### config.mk
export PLATFORM = sky130hd
export DESIGN_NAME = wb_stage_flat
export DESIGN_NICKNAME = d
export VERILOG_FILES = /design/src/rtl/wb_stage_pkg.sv /design/src/rtl/wb_stage_if.sv /design/src/rtl/wb_stage_load_ext.sv /design/src/rtl/wb_stage.sv /design/src/flat_wrapper.sv
export SDC_FILE = /design/constraint.sdc
export NUM_CORES = 1
export LEC_CHECK = 0
export ABC_AREA = 1
export ABC_CLOCK_PERIOD_IN_PS = 6400
export BUFFER_PORTS_ARGS = -buffer_cell sky130_fd_sc_hd__buf_2
export CAP_MARGIN = 40
export CORE_AREA = 4 4 147 149
export DETAILED_ROUTE_END_ITERATION = 8
export DIE_AREA = 0 0 151 153
export GPL_TIMING_DRIVEN = 0
export HOLD_SLACK_MARGIN = 0.06
export PLACE_DENSITY = 0.77
export SETUP_SLACK_MARGIN = 0.2
export SYNTH_ARGS = -nofsm -noshare
export SYNTH_HDL_FRONTEND = slang
export SYNTH_SLANG_ARGS = --single-unit
### constraint.sdc
create_clock -name clk -period 6.4 [get_ports clk]
set_input_delay 0.32 -clock clk [delete_from_list [all_inputs] [get_ports clk]]
set_output_delay 0.32 -clock clk [all_outputs]
set_load 0.05 [all_outputs]
### src/rtl/wb_stage_pkg.sv
// Shared MIPS opcode/funct constants and the destination/write-data decode,
// reused by the decode-stage controller and the write-back stage.
package mips_defs;

  localparam logic [5:0] OP_RTYPE = 6'h00;
  localparam logic [5:0] OP_JAL   = 6'h03;
  localparam logic [5:0] OP_ADDIU = 6'h09;
  localparam logic [5:0] OP_ORI   = 6'h0d;
  localparam logic [5:0] OP_LUI   = 6'h0f;
  localparam logic [5:0] OP_LB    = 6'h20;
  localparam logic [5:0] OP_LH    = 6'h21;
  localparam logic [5:0] OP_LW    = 6'h23;
  localparam logic [5:0] OP_LBU   = 6'h24;
  localparam logic [5:0] OP_LHU   = 6'h25;

  localparam logic [5:0] FN_SLL  = 6'h00;
  localparam logic [5:0] FN_SRL  = 6'h02;
  localparam logic [5:0] FN_JALR = 6'h09;
  localparam logic [5:0] FN_ADDU = 6'h21;
  localparam logic [5:0] FN_SUBU = 6'h23;
  localparam logic [5:0] FN_AND  = 6'h24;
  localparam logic [5:0] FN_OR   = 6'h25;
  localparam logic [5:0] FN_SLT  = 6'h2a;

  localparam logic [4:0] REG_RA = 5'd31;

  typedef enum logic [2:0] {LD_NONE, LD_W, LD_B, LD_BU, LD_H, LD_HU} load_t;
  typedef enum logic [1:0] {SEL_ALU, SEL_PC8, SEL_LOAD} wsel_t;

  typedef struct packed {
    logic       writes;
    logic [4:0] dest;
    wsel_t      sel;
    load_t      ld;
  } dec_t;

  function automatic dec_t decode(input logic [5:0] op, input logic [4:0] rt,
                                  input logic [4:0] rd, input logic [5:0] fn);
    dec_t d;
    d = '{writes: 1'b0, dest: 5'd0, sel: SEL_ALU, ld: LD_NONE};
    case (op)
      OP_RTYPE: begin
        case (fn)
          FN_ADDU, FN_SUBU, FN_AND, FN_OR, FN_SLT, FN_SLL, FN_SRL: begin
            d.writes = 1'b1;
            d.dest   = rd;
          end
          FN_JALR: begin
            d.writes = 1'b1;
            d.dest   = rd;
            d.sel    = SEL_PC8;
          end
          default: ;
        endcase
      end
      OP_ORI, OP_ADDIU, OP_LUI: begin
        d.writes = 1'b1;
        d.dest   = rt;
      end
      OP_LW, OP_LB, OP_LBU, OP_LH, OP_LHU: begin
        d.writes = 1'b1;
        d.dest   = rt;
        d.sel    = SEL_LOAD;
        case (op)
          OP_LB:   d.ld = LD_B;
          OP_LBU:  d.ld = LD_BU;
          OP_LH:   d.ld = LD_H;
          OP_LHU:  d.ld = LD_HU;
          default: d.ld = LD_W;
        endcase
      end
      OP_JAL: begin
        d.writes = 1'b1;
        d.dest   = REG_RA;
        d.sel    = SEL_PC8;
      end
      default: ;
    endcase
    return d;
  endfunction

endpackage

### src/rtl/wb_stage_if.sv
// Memory-to-writeback bus: M-stage inputs and the register-file write port.
interface wb_stage_if #(parameter int CNT_W = 32);
  logic             stall_W;
  logic             flush_W;
  logic [31:0]      IR_M;
  logic [31:0]      PC8_M;
  logic [31:0]      AO_M;
  logic [31:0]      M_RD;
  logic [31:0]      IR_W;
  logic             RegWrite;
  logic [4:0]       RegAddr;
  logic [31:0]      RegData;
  logic [31:0]      PC8_W2D;
  logic [CNT_W-1:0] retired;

  modport master (
    output stall_W, flush_W, IR_M, PC8_M, AO_M, M_RD,
    input  IR_W, RegWrite, RegAddr, RegData, PC8_W2D, retired
  );

  modport slave (
    input  stall_W, flush_W, IR_M, PC8_M, AO_M, M_RD,
    output IR_W, RegWrite, RegAddr, RegData, PC8_W2D, retired
  );
endinterface

### src/rtl/wb_stage_load_ext.sv
// Picks the addressed byte/halfword out of a word-aligned load and extends it.
module load_ext
  import mips_defs::*;
(
  input  logic [31:0] i_dr,
  input  logic [1:0]  i_ao_lo,
  input  load_t       i_ld,
  output logic [31:0] o_data
);

  logic [7:0]  w_byte;
  logic [15:0] w_half;

  always_comb begin
    w_byte = i_dr[7:0];
    case (i_ao_lo)
      2'd1:    w_byte = i_dr[15:8];
      2'd2:    w_byte = i_dr[23:16];
      2'd3:    w_byte = i_dr[31:24];
      default: w_byte = i_dr[7:0];
    endcase
    // Halfword alignment comes from bit 1 only; a misaligned bit 0 is ignored.
    w_half = i_ao_lo[1] ? i_dr[31:16] : i_dr[15:0];
  end

  always_comb begin
    o_data = i_dr;
    case (i_ld)
      LD_B:    o_data = {{24{w_byte[7]}}, w_byte};
      LD_BU:   o_data = {24'd0, w_byte};
      LD_H:    o_data = {{16{w_half[15]}}, w_half};
      LD_HU:   o_data = {16'd0, w_half};
      default: o_data = i_dr;
    endcase
  end

endmodule

### src/rtl/wb_stage.sv
// Write-back stage: M/W pipeline register, destination decode, write-data
// select and a retired-instruction counter.
module wb_stage
  import mips_defs::*;
#(
  parameter int          CNT_W     = 32,
  parameter logic [31:0] RESET_PC8 = 32'h0000_3008
) (
  input logic       clk,
  input logic       reset,
  wb_stage_if.slave bus
);

  logic [31:0]      r_ir;
  logic [31:0]      r_pc8;
  logic [31:0]      r_ao;
  logic [31:0]      r_dr;
  logic             r_valid;
  logic [CNT_W-1:0] r_retired;

  dec_t        w_dec;
  logic        w_reg_write;
  logic [31:0] w_ld_data;
  logic [31:0] w_data;

  always_ff @(posedge clk or posedge reset) begin
    if (reset) begin
      r_ir      <= 32'd0;
      r_pc8     <= RESET_PC8;
      r_ao      <= 32'd0;
      r_dr      <= 32'd0;
      r_valid   <= 1'b0;
      r_retired <= '0;
    end else begin
      // The instruction in W retires as it leaves, which a stall prevents.
      if (r_valid && !bus.stall_W)
        r_retired <= r_retired + CNT_W'(1);
      if (bus.flush_W) begin
        r_ir    <= 32'd0;
        r_ao    <= 32'd0;
        r_dr    <= 32'd0;
        r_valid <= 1'b0;
      end else if (!bus.stall_W) begin
        r_ir    <= bus.IR_M;
        r_pc8   <= bus.PC8_M;
        r_ao    <= bus.AO_M;
        r_dr    <= bus.M_RD;
        r_valid <= (bus.IR_M != 32'd0);
      end
    end
  end

  assign w_dec       = decode(r_ir[31:26], r_ir[20:16], r_ir[15:11], r_ir[5:0]);
  assign w_reg_write = r_valid && w_dec.writes && (w_dec.dest != 5'd0);

  load_ext u_load_ext (
    .i_dr    (r_dr),
    .i_ao_lo (r_ao[1:0]),
    .i_ld    (w_dec.ld),
    .o_data  (w_ld_data)
  );

  always_comb begin
    w_data = r_ao;
    case (w_dec.sel)
      SEL_PC8:  w_data = r_pc8;
      SEL_LOAD: w_data = w_ld_data;
      default:  w_data = r_ao;
    endcase
  end

  assign bus.IR_W     = r_ir;
  assign bus.PC8_W2D  = r_pc8;
  assign bus.retired  = r_retired;
  assign bus.RegWrite = w_reg_write;
  assign bus.RegAddr  = w_reg_write ? w_dec.dest : 5'd0;
  assign bus.RegData  = w_reg_write ? w_data : 32'd0;

endmodule
### src/flat_wrapper.sv
// flat-port wrapper written by rule: the top's interface ports become plain ports
module wb_stage_flat import mips_defs::*;
#(
  parameter int          CNT_W     = 32,
  parameter logic [31:0] RESET_PC8 = 32'h0000_3008
)
  (clk, reset, bus_stall_W, bus_flush_W, bus_IR_M, bus_PC8_M, bus_AO_M, bus_M_RD, bus_IR_W, bus_RegWrite, bus_RegAddr, bus_RegData, bus_PC8_W2D, bus_retired);
  wb_stage_if #(.CNT_W(CNT_W)) bus_i ();
  input logic clk;
  input logic reset;
  input wire logic [$bits(bus_i.stall_W)-1:0] bus_stall_W;
  input wire logic [$bits(bus_i.flush_W)-1:0] bus_flush_W;
  input wire logic [$bits(bus_i.IR_M)-1:0] bus_IR_M;
  input wire logic [$bits(bus_i.PC8_M)-1:0] bus_PC8_M;
  input wire logic [$bits(bus_i.AO_M)-1:0] bus_AO_M;
  input wire logic [$bits(bus_i.M_RD)-1:0] bus_M_RD;
  output wire logic [$bits(bus_i.IR_W)-1:0] bus_IR_W;
  output wire logic [$bits(bus_i.RegWrite)-1:0] bus_RegWrite;
  output wire logic [$bits(bus_i.RegAddr)-1:0] bus_RegAddr;
  output wire logic [$bits(bus_i.RegData)-1:0] bus_RegData;
  output wire logic [$bits(bus_i.PC8_W2D)-1:0] bus_PC8_W2D;
  output wire logic [$bits(bus_i.retired)-1:0] bus_retired;
  assign bus_i.stall_W = bus_stall_W;
  assign bus_i.flush_W = bus_flush_W;
  assign bus_i.IR_M = bus_IR_M;
  assign bus_i.PC8_M = bus_PC8_M;
  assign bus_i.AO_M = bus_AO_M;
  assign bus_i.M_RD = bus_M_RD;
  assign bus_IR_W = bus_i.IR_W;
  assign bus_RegWrite = bus_i.RegWrite;
  assign bus_RegAddr = bus_i.RegAddr;
  assign bus_RegData = bus_i.RegData;
  assign bus_PC8_W2D = bus_i.PC8_W2D;
  assign bus_retired = bus_i.retired;
  wb_stage #(.CNT_W(CNT_W), .RESET_PC8(RESET_PC8)) u_core (.clk(clk), .reset(reset), .bus(bus_i));
endmodule
-- Word level (Yosys, flattened, before mapping)
Cells that the tools add are included.
- word-level logic and storage cells: 67
- output and inout port bits: 134
- flip-flop bits (word level): 161
- bits of input ports: 132
- muxes and demuxes: 20
- reductions and logical operators: 12
- equal/unequal tests: 26
- bitwise gates (word level): 2
- $add $sub $neg: 1
- operators with widths (kind ; number):
    $mux 32 ; 7
    $pmux 32 s4 ; 1
    $pmux 32 s2 ; 1
    $eq 6x6->1 const B ; 10
    $add 32x1->32 const B ; 1
    $reduce_bool 32->1 ; 1
    $eq 6x4->1 const B ; 4
    $pmux 8 s3 ; 1
    $pmux 6 s3 ; 1
    $mux 16 ; 1
    $reduce_or 8->1 ; 2
    $eq 6x2->1 const B ; 2
    $logic_not 6->1 ; 2
    $pmux 3 s4 ; 1
    $eq 2x2->1 const B ; 3
    $eq 3x2->1 const B ; 2
    $eq 3x3->1 const B ; 2
    $mux 6 ; 1
    $pmux 2 s3 ; 1
    $mux 5 ; 1
    $reduce_bool 5->1 ; 1
    $reduce_or 5->1 ; 1
    $eq 2x1->1 const B ; 2
    $logic_and 1x1->1 ; 3
    other kinds (6) ; 9

-- Logic depth before layout (Yosys ltp)
Gate-level depths: netlist of the first run.
- depth after elaboration: 7
- depth in mapped cells: 14
- gate-level depth less buffers: 12

-- Hierarchy
A second synthesis of the first run with hierarchy kept.
- cells, all modules: 1018
- area total of the unflattened synthesis: 8475.6 sq um
- by module, submodules not included (module ; cells an instance ; times used ; seq. area each (sq um) ; area an instance (sq um)):
    wb_stage ; 830 ; 1 ; 4032.6 ; 7559.8
    load_ext ; 188 ; 1 ; 0.0 ; 915.9

-- Worst setup path before layout of the first run
No wires, ideal clock.
- path type: reg-to-output
- start: reg u_core.r_ir[31] (netlist: u_core.bus.IR_W[31])
- end: out bus_RegData[17]
- cell stages (with the launch flop): 14
- arrival time: 3.000 ns
- required time: 6.080 ns
- slack: 3.080 ns
- path buffers: 3
- path through: dfrtp_1 nand2_1 nor2_1 nand2_2 clkbuf_1 nand2_1 inv_1 ha_1 clkbuf_1 clkbuf_1 a21oi_1 o21ai_0 o21ai_0 nor2_1
- cells in the longest elaborated chain, start to end: 7
- elaborated cells on any way between the ends: 28
- those cells by class: eq/ne: 15; mux: 7; reduce/logical: 6
- RTL lines (element ; RTL line ; source):
    start, declared ; wb_stage.sv:14 ; logic [31:0] r_ir;
    start signal, assigned ; wb_stage.sv:44 ; r_ir <= bus.IR_M;
    $eq 6x6->1 (on tied branches) ; wb_stage_pkg.sv:41, wb_stage_pkg.sv:64 ;
    $pmux 3 s4 / $reduce_or 5->1 (equally long branches) ; -- ;
    $mux 3 ; wb_stage_pkg.sv:41 ; case (op)
    $eq 3x3->1 / $eq 3x2->1 (equally long branches) ; wb_stage_load_ext.sv:28 ; case (i_ld)
    $pmux 32 s4 ; wb_stage_load_ext.sv:28 ;
    $pmux 32 s2 ; wb_stage.sv:65 ; case (w_dec.sel)
    $mux 32 * ; wb_stage.sv:77 ; assign bus.RegData = w_reg_write ? w_data : 32'd0;
    end, declared ; flat_wrapper.sv:20 ; output wire logic [$bits(bus_i.RegData)-1:0] bus_RegData;
Mark *: on every way between the ends. The rest lies on a longest branch, timed or not.

-- Final worst setup path of the first run
- start: reg u_core.r_ir[30] (netlist: u_core.bus.IR_W[30])
- end: out bus_RegData[27]
The elaborated chain is that of the path after synthesis.

==> impl_results.md, run 1 <==
* Die area at 23,100 um^2
* Post_cts resized at 0
* FP Rows at 52
* Reg clk slew, reported paths at 0.06 ns
* Final period utilization at between 60% and 70%
* Outcome: complete, no violations
* Post-DP HPWL at 20,800 um
* M1 WL at 11,300 um
* Yosys Warn Count at 0
* Routed length per placed instance at around 17 um
* Setup ws final at 2.47 ns
* Initial antenna violation count at 2
* RSZ-0062 raised after global routing: no
* Max-Slew Margin vs Limit at between 40% and 50%
* Arr. time, crit path at 3.61 ns
* Commonest cells post-synth: nand2_1 (301), o21ai_0 (173), dfrtp_1 (158), inv_1 (131), nor2_1 (86)
* Period minus WS final at around 4 ns
* Pins Over Slew Limit at 0
* Htree depth at 4
* Largest net degree at the start of global routing at roughly 110
* Sw Share at 32.4%
* Synth top area share at 49.1%
* Routed length on met3 at 2380 um
* Share of cells above drive strength 1 at 23.4%
* Fill cells at slightly below 2,000
* Antenna Cells at 0
* Total GRT Usage at 23.1%
* Pre-CTS WS at 2.97 ns
* CTS tree: built
* DRC at 0
* Startpoint Class: register
* Yosys top cell by area: dfrtp_1
* Seq pwr share at about two fifths
* Pint at about 2.0 mW
* Worst VDD drop at 0.191 mV
* Post-synth cell types at 28
* Vias per cell at 5.02
* Core ar. at 20,200 um^2
* Area of the multi-input gates at 3310 um^2
* Post-DRT Antenna Nets at 0
* Clock Latency Late Sink at 0.42 ns
* Least-Margin Pin Slew at 0.861 ns
* Share of total power in the clock network at 39.9%
* First-pass GRT wire length at 41,900 um
* Syn Area/Cell at 7.61 um^2
* Drt first pass iters at 5
* GRT overflow at 0
* P&R area growth vs syn at 29.4%
* Drt initial violations at between 400 and 500
* Worst hold-check path type: in -> reg
* RePlAce Congestion at 0.932
* Nets at 1,479
* TritonCTS Sinks at 161
* Crit. End Element: output port
* CP required at around 6 ns
* Post-Route WL at approximately 27,000 um
* Setup Skew at 0.00538 ns
* Synth Instances at 1,058
* Most instantiated library cell after synthesis: nand2_1
* PD cells at 277 nW/um^2
* Max layer used: met5
* Seq/Total Area, Yosys at 50.1%
* Number of global-route vias before repair at 8,144
* Final cell utilization of the core at 51.7%
* Num CTS Buffers at 17
* Setup CP Type: reg -> out
* Switching pwr at 937 uW
* CTS root buf: clkbuf_16
* Number of synthesized flops with an enable pin at 0
* Final setup vio count at 0
* Via count at a little over 8,000
* Crit-path max FO at 10
* Top FF cell, synth: dfrtp_1
* Fin. Hold Viols at 0
* Synth Net Count at 1,193
* F_max at 0.254 GHz
* Die extent in x at about 150 um
* Routed wl met2 at between 10,000 and 15,000 um
* Sequential cell area at 4030 um^2
* FF+latch count, synth at 161
* Port bufs at 265
* Max Root-Sink Buffers at 2
* Synthesized cell area at a little over 8000 um^2
* Power share of the combinational group at 19.8%
* Initial core utilization at 39.9%
* Post-synth ARST share at 100%
* # Max-Cap Violations at 0
* Num ports at 266
* Chip height at around 150 um
* Synth area leaders: dfrtp_1 (49%), nand2_1 (14%), o21ai_0 (11%)
* Static Leak at approximately 5.3 nW
[layout by cell type, fill, tap and decap left out, drive strengths merged]
cell type,n
clkinv,4
nor2,89
nand4,9
dlygate4sd3,1
xnor2,12
buf,274
clkbuf,61
inv,136
ha,3
o21ai,174
or2,2
nand3,20
o211ai,8
dfstp,3
nor4,12
nor3,12
bufinv,5
nand2,302
nand3b,1
xor2,18
a21oi,52
dfrtp,158
o22ai,1
[final cells by class]
class                      instances  share of cell area (%)
buffer                            51                    2.11
clock buffer                      18                    4.21
clock inverter                    14                    2.15
inverter                         131                    4.79
multi-input combinational        715                    31.8
sequential                       161                    38.7
tap                              270                    3.24
timing repair buffer             267                    13.1
[power groups by stage]
stage	clock, mW	sequential [mW]	combinational [mW]
global route	1.22	1.18	0.624
CTS	1.17	1.17	0.576
floorplan	0	1.36	0.199
finish	1.15	1.17	0.573
detailed placement	0	1.18	0.574
global placement	0	1.18	0.561
[sequential cells by signal (all words and copies together), names as in the netlist]
| register | cells |
|---|---|
| u_core.r_dr | 32 |
| u_core.r_ao | 32 |
| u_core.r_valid | 1 |
| u_core.bus.PC8_W2D | 32 |
| u_core.bus.IR_W | 32 |
| u_core.bus.retired | 32 |
[stage by stage]
| step | power, mW | cells | cell area, um^2 | hold slack [ns] | TNS [ns] |
|---|---|---|---|---|---|
| 2_1_floorplan | 1.56 | 1058 | 8060 | 0.416 | 0 |
| 6_report | 2.89 | 1627 | 10400 | 0.0928 | 0 |
| 3_5_place_dp | 1.76 | 1594 | 9760 | 0.347 | 0 |
| 4_1_cts | 2.92 | 1627 | 10400 | 0.0813 | 0 |
| 5_1_grt | 3.02 | 1627 | 10400 | 0.0904 | 0 |
| 3_3_place_gp | 1.74 | 1593 | 9720 | 0.459 | -22.31 |
[critical path: stages (launching register included)]
cell and delay [ns]:
dfrtp_1 0.41, inv_1 0.09, nand2_1 0.10, nor2_1 0.16, nand2_2 0.11, clkbuf_1 0.26
nand2_1 0.16, inv_1 0.05, ha_1 0.27, clkbuf_1 0.35, clkbuf_1 0.51, a21oi_1 0.07
o21ai_0 0.12, o21ai_0 0.14, nor2_1 0.13, buf_2 0.27
[worst paths after layout]
path / endpoint / slack [ns] / start / cells after the start
setup / recovery: bus_RegData[27] / 2.47 / u_core.bus.IR_W[30] / 15
hold / removal: u_core.bus.PC8_W2D[3] / 0.09 / bus_PC8_M[3] / 3
setup reg to reg: u_core.bus.retired[20] / 4.29 / u_core.bus.retired[0] / 10
hold reg to reg: u_core.bus.retired[31] / 0.47 / u_core.bus.retired[31] / 1
max in group asynchronous: u_core.r_ao[0] / 5.06 / reset / 4
min in group asynchronous: u_core.bus.retired[1] / 0.44 / reset / 3
[cell families after synthesis]
group,Yosys count,share of synthesized area (%)
buffers and inverters,182,8.84
xor gates and xnor gates,30,3.26
adders and majority gates,3,0.466
AOI/OAI and AO/OA,235,14.9
DFF,161,50.1
and+or+nand+nor,447,22.5
[routing by layer]
metal / up-vias / global-route usage, %
met1: 3848 / 30.7
met3: 44 / 6.34
met5: - / 0
li1: 3942 / -
met2: 332 / 37.5
met4: 4 / 6.00
[timing repair]
item | CTS | global route
setup buffers | 0 | 0
hold endpoints to repair | 48 | 0
hold buffers | 1 | 0
Note: power is estimated with default switching activity, not from simulation.
==> run 2: changes to the inputs <==
- ABC_AREA: 1 -> 0
- ABC_CLOCK_PERIOD_IN_PS: 6400 -> 3400
- CORE_AREA: 4 4 147 149 -> 4 4 149 151
- DIE_AREA: 0 0 151 153 -> 0 0 153 155
- PLACE_DENSITY: 0.77 -> 0.79
- clock period: 6.4 -> 3.4 ns (I/O delays scaled with it)
==> impl_results.md, run 2 <==
* Outcome: complete, no violations
* F_max at 0.298 GHz
* Antenna Cells at 0
* Switching pwr at around 2.0 mW
* Post-DRT Antenna Nets at 0
* Die extent in x at roughly 150 um
* Arr. time, crit path at 3.19 ns
* Overall Power at 5.85 mW
* Crit. End Element: output port
* Static Leak at 6.21 nW
* Share of total power in the clock network at 35.5%
* Startpoint Class: register
* Initial core utilization at 39.8%
* Placed Cells at 1,324
* Post-DP HPWL at 21,000 um
* Yosys top cell by area: dfrtp_1
* Total GRT Usage at 26.1%
* Reg-to-Reg End: u_core.bus.retired[31]
* First-pass GRT wire length at roughly 49,000 um
* RePlAce Congestion at approximately 0.93
* Fin. Hold Viols at 0
* Max-Slew Margin vs Limit at 41.7%
* Pre-CTS WS at -0.201 ns
* Number of synthesized flops with an enable pin at 0
* Synth Instances at 779
* Routed length per placed instance at 21.9 um
* Final period utilization at between 90% and 100%
* Nets at 1,361
* Num ports at 266
* FF+latch count, synth at 161
* Number of global-route vias before repair at between 8,000 and 9,000
* Pint at 3.80 mW
* Drt initial violations at ~700
* Port bufs at 264
* Power share of the combinational group at 26.1%
* Seq/Total Area, Yosys at 48.7%
* Yosys Warn Count at 0
* # Max-Cap Violations at 0
* PD cells at around 440 nW/um^2
* Initial antenna violation count at 0
* Most frequent cells in the layout: buf_2 (240), dfrtp_1 (153), dlygate4sd3_1 (129), nor2_1 (121), mux2i_1 (96)
* Share of cells above drive strength 1 at between 40% and 50%
* R2R depth at 6
* Setup TNS at 0 ns
* Clock Latency Late Sink at 0.42 ns
* Setup CP Type: reg -> out
* TritonCTS Sinks at about 160
* Crit-path max FO at 5
* Setup ws final at 0.0411 ns
* Seq pwr share at 38.4%
* Sw Share at 35.0%
* Reg clk slew, reported paths at ~0.070 ns
* Syn Area/Cell at approximately 11 um^2
* Synthesized cell area at 8280 um^2
* Worst VDD drop at 0.390 mV
* Least-Margin Pin Slew at 0.875 ns
* FP Rows at 53
* CP required at 3.23 ns
* Worst hold-check path type: in -> async
* Htree depth at 4
* Vias per cell at approximately 5.6
* Die area at 23,700 um^2
* Fin cells at 1,514
* R2R setup slack at 1.31 ns
* CTS tree: built
* Synth Net Count at 914
* Largest net degree at the start of global routing at 40
* Most instantiated library cell after synthesis: dfrtp_1
* Top FF cell, synth: dfrtp_1
* Period minus WS final at 3.36 ns
* Drt first pass iters at 5
* Setup Skew at 0.00758 ns
* R2R Path Start: u_core.bus.retired[2]
* Num CTS Buffers at 17
* Via count at about 8,500
* GRT overflow at 0
* DRC at 0
* Core ar. at 20,800 um^2
* Post-Route WL at ~33,000 um
* Synth area leaders: dfrtp_1 (48%), mux2i_1 (12%), nor2_1 (5.5%)
* Chip height at approximately 160 um
* P&R area growth vs syn at 60.7%
* RSZ-0062 raised after global routing: yes
* CTS root buf: clkbuf_16
* Pins Over Slew Limit at 0
* Post-synth ARST share at 100%
* Max Root-Sink Buffers at 2
* Synth top area share at 47.8%
* Final setup vio count at 0
* Commonest cells post-synth: dfrtp_1 (158), nor2_1 (122), mux2i_1 (96), mux2_2 (40), clkbuf_1 (30)
* Most common cell after layout, fill and taps aside: buf_2
* Post-synth cell types at 55
## run 2: worst max path at each step
stage | from | end | slack, ns | depth (start not counted)
CTS | u_core.bus.IR_W[30] | bus_RegData[9] | 0.15 | 12
global placement | u_core.bus.IR_W[29] | bus_RegData[12] | -0.12 | 11
floorplan | u_core.bus.IR_W[29] | bus_RegData[16] | -0.71 | 8
finish | u_core.bus.IR_W[30] | bus_RegData[27] | 0.04 | 13
global route | u_core.bus.IR_W[30] | bus_RegData[15] | -0.06 | 12
detailed placement | u_core.bus.IR_W[29] | bus_RegData[12] | -0.20 | 11
## run 2: area by class of cell
type / count / area, um^2
Timing Repair Buffer: 428 / 3190
Clock inverter: 15 / 193
Fill cell: 1501 / 7520
Sequential cell: 161 / 4040
Inverter: 18 / 71.3
Buffer: 58 / 400
Multi-Input combinational cell: 542 / 4650
Tap cell: 275 / 344
Clock buffer: 17 / 425
## run 2: power groups by stage
stage                     Clock [mW]  Combinational [mW]  Sequential, mW
after floorplan                    0               0.524            2.60
after global placement             0                1.21            2.25
after detailed placement           0                1.25            2.26
after CTS                       2.09                1.42            2.23
after global routing            2.18                1.60            2.26
final                           2.08                1.53            2.25
## run 2: worst max-delay path: stages, from the launching register on
cell and delay (ns):
dfrtp_2 0.41, buf_6 0.13, buf_4 0.14, buf_6 0.13, nor2_4 0.10, nand3_2 0.09, inv_2 0.09, ha_4 0.18
nand3b_1 0.13, nor4_4 0.36, a21oi_4 0.16, buf_12 0.18, a2111oi_4 0.47, buf_6 0.22
## run 2: cells by family (layout without fill, tap and decap cells)
family | count (synthesis) | count (layout) | synth area share (%)
compound gates | 108 | 108 | 10.8
simple gates | 263 | 263 | 15.7
buf+inv | 76 | 536 | 3.78
xor+xnor | 31 | 31 | 3.28
fa+ha+maj | 3 | 3 | 0.453
mux | 137 | 137 | 17.3
flops | 161 | 161 | 48.7
## run 2: per-stage QoR
step / util [%] / instance area [um^2] / hold slack (ns)
after floorplan: - / 8660 / 0.322
after global placement: 49.6 / 10300 / 0.403
after detailed placement: 50.1 / 10400 / 0.0558
after CTS: 61.7 / 12800 / 0.162
after global routing: 63.9 / 13300 / 0.188
final: 63.9 / 13300 / 0.166
## run 2: per-layer routing
| layer | part of all wire (%) | track usage, % |
|---|---|---|
| met5 | 0 | 0 |
| met3 | 6.9 | 4.67 |
| met4 | 4.7 | 10.5 |
| met2 | 50 | 46.2 |
| met1 | 38 | 31.7 |
## run 2: repair_timing
| action | 4_1_cts | 5_1_grt |
|---|---|---|
| gates resized for setup | 122 | 87 |
| hold buffers | 129 | 0 |
| gates cloned | 1 | 1 |
| pin swaps | 16 | 25 |
| setup buffers | 6 | 21 |
| endpoints found under the hold margin | 159 | 0 |
| endpoints found under the setup margin | 33 | 33 |
==> run 3: changes to the inputs <==
- ABC_AREA: 0 -> 1
- CORE_AREA: 4 4 149 151 -> 4 4 147 149
- DIE_AREA: 0 0 153 155 -> 0 0 151 153
- PLACE_DENSITY: 0.79 -> 0.8
==> impl_results.md, run 3 (synthesis results as in run 1) <==
* Outcome: complete, no violations
* Num CTS Buffers at 17
* Max-Slew Margin vs Limit at a little over two fifths
* CTS tree: built
* Post-Route WL at 30,200 um
* Power share of the combinational group at 22.2%
* Port bufs at 265
* DRC at 0
* Final period utilization at between 90% and 100%
* Worst VDD drop at 0.337 mV
* Reg clk slew, reported paths at roughly 0.07 ns
* Most common cell after layout, fill and taps aside: nand2_1
* Post-DRT Antenna Nets at 0
* Fin. Hold Viols at 0
* Critical path, cell by cell: inv_1, nand2_1, nor2_2, nand2_2, buf_4, nand2_1, ha_1, clkbuf_4, nand2_4, clkbuf_4, o21ai_0, o21ai_0, nor2_1, buf_4
* Share of cells above drive strength 1 at 23.0%
* Period minus WS final at 3.07 ns
* Drt first pass iters at 5
* Initial antenna violation count at 1
* Seq pwr share at 39.4%
* Core ar. at 20,200 um^2
* Nets at 1,612
* Switching pwr at 1.84 mW
* Vias per cell at 5.06
* Via count at 8,913
* Startpoint Class: register
* Least-Margin Pin Slew at 0.865 ns
* Routed length per placed instance at 17.1 um
* Setup TNS at 0 ns
* Slowest cell on crit path: dfrtp_1
* Die extent in x at approximately 150 um
* Crit-path max FO at 10
* Die area at 23,100 um^2
* Pins Over Slew Limit at 0
* Htree depth at 4
* Arr. time, crit path at 2.90 ns
* Worst hold-check path type: in -> reg
* Final setup vio count at 0
* GRT overflow at 0
* Total GRT Usage at between 20 and 30%
* FP Rows at 52
* Drt initial violations at 659
* Setup CP Type: reg -> out
* Fill cells at around 1,700
* TritonCTS Sinks at 161
* Pint at 3.74 mW
* Initial core utilization at around 40%
* Clock Latency Late Sink at 0.43 ns
* F_max at 0.326 GHz
* Post-DP HPWL at between 20,000 and 25,000 um
* CTS root buf: clkbuf_16
* R2R setup slack at between 1 and 1.5 ns
* Static Leak at between 5 and 6 nW
* CP required at about 3.2 ns
* Max incr delay on CP at 0.41 ns
* Sw Share at 33.0%
* PD cells at 467 nW/um^2
* Share of total power in the clock network at 38.4%
* Max Root-Sink Buffers at 2
* First-pass GRT wire length at 47,300 um
* Num ports at between 200 and 300
* WHS at 0.109 ns
* Setup Skew at between 0.01 and 0.015 ns
* RePlAce Congestion at 0.902
* Largest net degree at the start of global routing at 41
* P&R area growth vs syn at 48.3%
* RSZ-0062 raised after global routing: yes
* Most frequent cells in the layout: nand2_1 (300), buf_2 (244), o21ai_0 (166), dfrtp_1 (157)
* # Max-Cap Violations at 0
* Number of global-route vias before repair at 9,320
* Chip height at 153 um
* Crit. End Element: output port
[run 3: changes by cell type in the layout (fill, tap and decap cells not counted), moves of 29 or more]
cell     previous run  this run
mux2_2             40         0
a21oi_1             2        52
nand2_1            26       300
inv_1              14       129
nor2_1            121        83
buf_6              39        10
mux2i_1            96         0
o21ai_0            10       166
[run 3: final cells by class]
class / count / area [um^2] / area share [%]
Multi-Input combinational cell: 715 / 3330 / 27.9
Sequential cell: 161 / 4030 / 33.8
Clock inverter: 14 / 219 / 1.83
Timing Repair Buffer: 400 / 2800 / 23.4
Tap cell: 270 / 338 / 2.83
Antenna cell: 2 / 5.00 / 0.0419
Buffer: 51 / 284 / 2.38
Inverter: 131 / 495 / 4.15
Clock buffer: 18 / 439 / 3.68
[run 3: per-stage QoR]
step | cell area [um^2] | util, % | cells | worst slack (ns) | total power [mW]
after CTS | 11800 | 58.7 | 1758 | 0.232 | 5.58
after floorplan | 8060 | - | 1058 | 0.230 | 2.94
after global routing | 11900 | 59.2 | 1761 | 0.126 | 5.82
after detailed placement | 9800 | 48.6 | 1597 | 0.0573 | 3.31
after global placement | 9720 | 48.2 | 1593 | 0.168 | 3.28
final | 11900 | 59.2 | 1762 | 0.330 | 5.58
[run 3: path summary, 6_finish.rpt]
kind / endpoint / cells past startpoint / start
setup / recovery: bus_RegData[21] / 14 / u_core.bus.IR_W[30]
hold / removal: u_core.bus.retired[1] / 4 / bus_stall_W
setup reg to reg: u_core.bus.retired[20] / 10 / u_core.bus.retired[0]
hold reg to reg: u_core.bus.PC8_W2D[3] / 2 / u_core.bus.PC8_W2D[3]
max in group asynchronous: u_core.r_dr[4] / 6 / reset
min in group asynchronous: u_core.bus.retired[0] / 3 / reset
[run 3: critical path, delay by kind of cell, from the launching register on]
family,cells,cell delay [ns]
DFF,1,0.41
AOI/OAI and AO/OA,2,0.32
adders and majority gates,1,0.14
buffers and inverters,5,0.89
and+or+nand+nor,6,0.73
[run 3: routing by layer]
layer | up-vias | GRT usage, % | part of all wire, % | routed length, um
met3 | 100 | 5.30 | 7.6 | 2300
li1 | 4203 | - | - | -
met2 | 440 | 42.8 | 48 | 14500
met1 | 4170 | 32.9 | 40 | 12100
met4 | 0 | 11.3 | 4.2 | 1260
met5 | - | 0 | 0 | 0
[run 3: what timing repair did]
item / 4_1_cts / 5_1_grt
hold buffers: 129 / 0
endpoints found under the setup margin: 32 / 36
pin swaps: 0 / 6
hold endpoints to repair: 147 / 0
buffers inserted: 0 / 2
resized for setup: 43 / 47
[run 3: power by group through the flow]
stage / sequential, mW / clock, mW / combinational [mW]
final: 2.20 / 2.14 / 1.24
after global placement: 2.22 / 0 / 1.06
after detailed placement: 2.23 / 0 / 1.09
after global routing: 2.22 / 2.27 / 1.34
after CTS: 2.19 / 2.17 / 1.21
after floorplan: 2.56 / 0 / 0.375
